===== config.mk =====
export PLATFORM = sky130hd
export DESIGN_NAME = fetch_redirect_ctrl
export DESIGN_NICKNAME = d
export VERILOG_FILES = /design/src/rtl/fetch_redirect_ctrl.sv
export SDC_FILE = /design/constraint.sdc
export NUM_CORES = 1
export LEC_CHECK = 0
export ABC_CLOCK_PERIOD_IN_PS = 3600
export CELL_PAD_IN_SITES_DETAIL_PLACEMENT = 2
export CELL_PAD_IN_SITES_GLOBAL_PLACEMENT = 2
export CORE_MARGIN = 4
export CORE_UTILIZATION = 24
export CTS_CLUSTER_SIZE = 30
export DETAILED_ROUTE_END_ITERATION = 6
export PLACE_DENSITY = 0.89
export SETUP_SLACK_MARGIN = 0.1
export SLEW_MARGIN = 20
export SYNTH_ARGS = -nofsm -noshare
export SYNTH_HDL_FRONTEND = slang
export SYNTH_SLANG_ARGS = --single-unit

===== constraint.sdc =====
create_clock -name i_clk -period 3.6 [get_ports i_clk]
set_input_delay 0.9 -clock i_clk [delete_from_list [all_inputs] [get_ports i_clk]]
set_output_delay 0.9 -clock i_clk [all_outputs]
set_load 0.02 [all_outputs]

===== src/rtl/fetch_redirect_ctrl.sv =====
// Fetch redirect controller: arbitrates trap, mispredict, fence/CSR and
// predictor redirects onto the PC alter/target/stall inputs, buffers one
// redirect while fetch is busy, runs a squash window after backend
// redirects and parks fetch on WFI.
module fetch_redirect_ctrl #(
  parameter int unsigned          PC_WIDTH     = 32,
  parameter logic [PC_WIDTH-1:0]  RESET_VECTOR = PC_WIDTH'(32'h8000_0000),
  parameter int unsigned          FLUSH_CYCLES = 2
) (
  input  logic                i_clk,
  input  logic                i_rst,
  input  logic                i_exc_valid,
  input  logic [PC_WIDTH-1:0] i_exc_pc,
  input  logic                i_mispred_valid,
  input  logic [PC_WIDTH-1:0] i_mispred_pc,
  input  logic                i_fence_valid,
  input  logic [PC_WIDTH-1:0] i_fence_pc,
  input  logic                i_bp_valid,
  input  logic [PC_WIDTH-1:0] i_bp_pc,
  input  logic                i_fetch_busy,
  input  logic                i_backend_stall,
  input  logic                i_wfi,
  input  logic                i_wake,
  output logic                o_alter,
  output logic [PC_WIDTH-1:0] o_pc,
  output logic                o_stall,
  output logic                o_flush,
  output logic [1:0]          o_state
);

  typedef enum logic [1:0] {
    StBoot  = 2'd0,
    StRun   = 2'd1,
    StDrain = 2'd2,
    StHalt  = 2'd3
  } state_e;

  localparam logic [3:0] FlushLoad = 4'(FLUSH_CYCLES);

  state_e              state_q;
  logic                pend_valid_q;
  logic [1:0]          pend_prio_q;
  logic [PC_WIDTH-1:0] pend_pc_q;
  logic [3:0]          cnt_q;

  logic                new_valid;
  logic [1:0]          new_prio;
  logic [PC_WIDTH-1:0] new_pc;
  logic                win_valid;
  logic [1:0]          win_prio;
  logic [PC_WIDTH-1:0] win_pc;

  // Highest-priority request this cycle; predictor requests only count in RUN.
  always_comb begin
    new_valid = 1'b1;
    new_prio  = 2'd0;
    new_pc    = '0;
    if (i_exc_valid) begin
      new_prio = 2'd3;
      new_pc   = i_exc_pc;
    end else if (i_mispred_valid) begin
      new_prio = 2'd2;
      new_pc   = i_mispred_pc;
    end else if (i_fence_valid) begin
      new_prio = 2'd1;
      new_pc   = i_fence_pc;
    end else if (i_bp_valid && (state_q == StRun)) begin
      new_prio = 2'd0;
      new_pc   = i_bp_pc;
    end else begin
      new_valid = 1'b0;
    end
  end

  // Merge with the pending entry: the newer request wins at equal or higher priority.
  // A predictor request loses to any pending backend entry by priority alone.
  always_comb begin
    win_valid = new_valid || pend_valid_q;
    win_prio  = pend_prio_q;
    win_pc    = pend_pc_q;
    if (new_valid && (!pend_valid_q || (new_prio >= pend_prio_q))) begin
      win_prio = new_prio;
      win_pc   = new_pc;
    end
  end

  // Control FSM with registered alter/pc/stall/flush outputs.
  always_ff @(posedge i_clk) begin
    if (i_rst) begin
      state_q      <= StBoot;
      pend_valid_q <= 1'b0;
      pend_prio_q  <= 2'd0;
      pend_pc_q    <= '0;
      cnt_q        <= 4'd0;
      o_alter      <= 1'b0;
      o_pc         <= RESET_VECTOR;
      o_stall      <= 1'b1;
      o_flush      <= 1'b1;
    end else begin
      o_alter <= 1'b0;
      unique case (state_q)
        StBoot: begin
          // Requests seen here are dropped; the first fetch always goes to the reset vector.
          o_alter <= 1'b1;
          o_pc    <= RESET_VECTOR;
          o_flush <= 1'b0;
          o_stall <= 1'b1;
          state_q <= StRun;
        end

        StRun: begin
          o_flush <= 1'b0;
          if (win_valid && !i_fetch_busy) begin
            o_alter      <= 1'b1;
            o_pc         <= win_pc;
            pend_valid_q <= 1'b0;
            if (win_prio != 2'd0) begin
              o_flush <= 1'b1;
              o_stall <= 1'b1;
              cnt_q   <= FlushLoad;
              state_q <= StDrain;
            end else begin
              // Stall stays up through the issue cycle of a buffered entry.
              o_stall <= pend_valid_q || i_backend_stall;
            end
          end else if (win_valid) begin
            pend_valid_q <= 1'b1;
            pend_prio_q  <= win_prio;
            pend_pc_q    <= win_pc;
            o_stall      <= 1'b1;
          end else if (i_wfi) begin
            o_stall <= 1'b1;
            state_q <= StHalt;
          end else begin
            o_stall <= i_backend_stall;
          end
        end

        StDrain: begin
          o_flush <= 1'b1;
          o_stall <= 1'b1;
          if (win_valid && (win_prio != 2'd0) && !i_fetch_busy) begin
            // Back-to-back backend redirect restarts the squash window.
            o_alter      <= 1'b1;
            o_pc         <= win_pc;
            pend_valid_q <= 1'b0;
            cnt_q        <= FlushLoad;
          end else begin
            if (win_valid && (win_prio != 2'd0)) begin
              pend_valid_q <= 1'b1;
              pend_prio_q  <= win_prio;
              pend_pc_q    <= win_pc;
            end
            cnt_q <= cnt_q - 4'd1;
            if (cnt_q == 4'd1) begin
              state_q <= StRun;
            end
          end
        end

        StHalt: begin
          o_flush <= 1'b0;
          o_stall <= 1'b1;
          if (i_exc_valid) begin
            if (!i_fetch_busy) begin
              o_alter <= 1'b1;
              o_pc    <= i_exc_pc;
              o_flush <= 1'b1;
              cnt_q   <= FlushLoad;
              state_q <= StDrain;
            end else begin
              // Fetch still busy: hold the trap and let RUN issue it.
              pend_valid_q <= 1'b1;
              pend_prio_q  <= 2'd3;
              pend_pc_q    <= i_exc_pc;
              state_q      <= StRun;
            end
          end else if (i_wake) begin
            state_q <= StRun;
          end
        end

        default: state_q <= StBoot;
      endcase
    end
  end

  assign o_state = state_q;

endmodule


==> results.md <==
- Synth-to-Final Area Change: 43.29%
- Fin crit period: 3.082 ns
- Die width: 155.1 um
- Hold_ws: between 0.4 and 0.5 ns
- Slew HR: 0.2871
- Post-Syn Instances: 616
- Commonest non-fill, non-tap cell in the layout: clkdlybuf4s50_1
- Final Instance Area: between 7000 and 8000 um2
- Crit path kind: input pin to flip-flop
- IO Count: 175
- Hold Vio Cnt, Final: 0
- Setup TNS: 0 ns
- Number of global-route vias before repair: 6,155
- Fmax achieved: 324.4 MHz
- Iter 0 DRT Violations: around 320
- Largest net degree at the start of global routing: 65
- Dpl hpwl: 15,350 um
- P_leak: between 2 and 3 nW
- Setup violators final: 0
- DRC Markers: 0
- Async S/R FF share, synth: 0
- CTS tree: done
- FF+latch count, synth: 76
- Fillers: 2,354
- GRT overflow: 0
- Max_cap viols: 0
- Ys flop type: dfxtp_1
- CP Launch Type: input pin
- Post-synthesis cell type count: 61
- HP Class: flip-flop to flip-flop
- Sink Count: 76
- Row cnt: 53
- Period utilization: 0.8562
- WL/cell: 20.54 um
- Postcts setup bufs: 0
- P per Cell Area: 615.9 nW/um2
- Initial antenna violation count: 2
- Global-route wire length before repair: between 30,000 and 40,000 um
- Layout cell share with drive strength beyond 1: 0.1183
- Peak VDD IR: ~0.23 mV
- Final ANT Viol Nets: 0
- Worst EP arrival: 3.35 ns
- Post-Syn Nets: 762
- EDFF count, synth: 0
- Sequential share of the synthesized area: 0.2931
- Max Slew Vio Count: 0
- Final nets: 902
- Yosys warning total: 0
- Die area: roughly 24,000 um2
- Worst-path clk slew: ~0.060 ns
- Routed vias: 5,538
- Commonest non-fill, non-tap cells in the layout: clkdlybuf4s50_1 (170), a21oi_1 (109), dfxtp_1 (76)
- Synth Cell Area: between 5000 and 6000 um2
- Core ar.: 21,150 um2
- Syn Area/Cell: 8.427 um2
- Worst-Margin Slew: 1.067 ns
- I/O Buffers: 174
- Total power: 4.582 mW
- Resize count post-CTS: 0
- Worst Path Max Fanout: 17
- Initial Util: 0.2454
- H-tree depth: 3
- Crit end category: flip-flop
- Via/cell ratio: about 5.3
- Routed Wire Length: 21,280 um
- Drt first pass iters: 4
- GRT Resource Usage Total: 0.1733
- Clock Root Buffer: clkbuf_16
- Worst-Skew Late Latency: 0.34 ns
- Critical path required time: 3.87 ns
- CTS Hold Bufs: 0
- RSZ-0062 raised after global routing: false
- Worst Clk Skew: 0.005800 ns
- CTS Buf Count: 9
- Dpl cell area: 7168 um2
- ANT cells: 0
- Final RePlAce weighted congestion: 0.7775
- Outcome: finished clean
- Die H: between 150 and 200 um
- CTS Buffer Depth: 2
[synth_stat cells (2+ instances only)]
library cell	number	area, um2
a21oi_1	110	550.5
dfxtp_1	76	1521
nor2_1	43	161.4
nand2_1	41	153.9
clkbuf_1	35	131.4
a221oi_1	33	289.0
nand3b_1	32	240.2
a22oi_1	30	225.2
mux2i_1	30	300.3
o2bb2ai_2	29	435.4
a211oi_1	27	202.7
buf_2	20	100.1
inv_1	11	41.29
ha_1	8	100.1
o21ai_0	8	40.04
nor3_1	7	35.03
a211oi_2	5	62.56
nand2b_1	4	25.02
a21boi_0	3	22.52
a21o_1	3	22.52
a31oi_1	3	18.77
buf_1	3	11.26
buf_4	3	22.52
buf_6	3	33.78
nand3_1	3	15.01
or3_1	3	18.77
a2111o_1	2	22.52
a21oi_4	2	32.53
a311o_1	2	20.02
a311oi_1	2	17.52
nor2b_1	2	12.51
o2bb2ai_1	2	17.52
o31ai_1	2	15.01
or4_1	2	15.01
[critical path, stage by stage]
cell and delay [ns]:
buf_2 0.15, a21oi_1 0.23, ha_1 0.28, nand2b_1 0.21
a21oi_2 0.35, o211ai_4 0.19, o31ai_4 0.49, nand2_2 0.12
buf_4 0.26, o2bb2ai_1 0.15
[where the power goes]
part / internal (mW) / total [mW] / leakage [nW] / switching [mW]
Combinational: 0.999 / 2.47 / 1.75 / 1.47
Clock: 0.466 / 0.841 / 0.124 / 0.375
Sequential: 1.09 / 1.27 / 0.623 / 0.180
[area by class of cell]
type                       instances  area (um2)  area share
clock buffer                      10       229.0     0.03078
timing repair buffer             193        1902      0.2557
clock inverter                     6       41.29    0.005551
tap                              275       344.1     0.04626
sequential                        76        1521      0.2045
inverter                          12       45.04    0.006056
multi-input combinational        464        3356      0.4511
[path summary, 6_finish.rpt]
| path | from | end | slack [ns] | depth (start not counted) |
|---|---|---|---|---|
| worst max-delay path | i_fence_valid | o_pc[18]$_SDFFE_PP0P_ | 0.52 | 10 |
| worst min-delay path | o_pc[19]$_SDFFE_PP0P_ | o_pc[19]$_SDFFE_PP0P_ | 0.47 | 1 |
| worst max register to register | o_state[1]$_SDFFE_PP0P_ | o_state[0]$_SDFFE_PP0P_ | 0.90 | 9 |
| worst min register to register | o_pc[19]$_SDFFE_PP0P_ | o_pc[19]$_SDFFE_PP0P_ | 0.47 | 1 |
[metal layers]
layer  part of all wire  vias up  wire length (um)  GRT usage
li1                   -     2636                 -          -
met3              0.049       32              1046    0.03672
met4              0.020        4               436    0.05130
met1               0.43     2737              9161     0.2121
met5            0.00099        -                21          0
met2               0.50      129             10610     0.3050
[cells by family (layout without fill, tap and decap cells)]
family                     after synthesis  in the layout  share of synthesized area
muxes                                   31             31                    0.06001
buffers and inverters                   76            221                    0.06628
and+or+nand+nor                        150            150                     0.1518
DFF                                     76             76                     0.2931
AOI/OAI and AO/OA                      275            275                     0.4095
adders and majority gates                8              8                    0.01928
[stage by stage]
step / setup WS, ns / util / std cells
floorplan: 0.1769 / - / 616
global placement: 0.3045 / 0.3389 / 1020
detailed placement: 0.2020 / 0.3389 / 1020
CTS: 0.5282 / 0.3516 / 1036
global route: 0.3509 / 0.3516 / 1036
finish: 0.5177 / 0.3516 / 1036
[state kept, by name (all words and copies together), names as in the netlist]
name          flops
pend_prio_q       2
o_state           2
pend_pc_q        32
o_alter           1
o_flush           1
o_pc             32
cnt_q             4
pend_valid_q      1
o_stall           1
(Power assumes the default switching activity.)
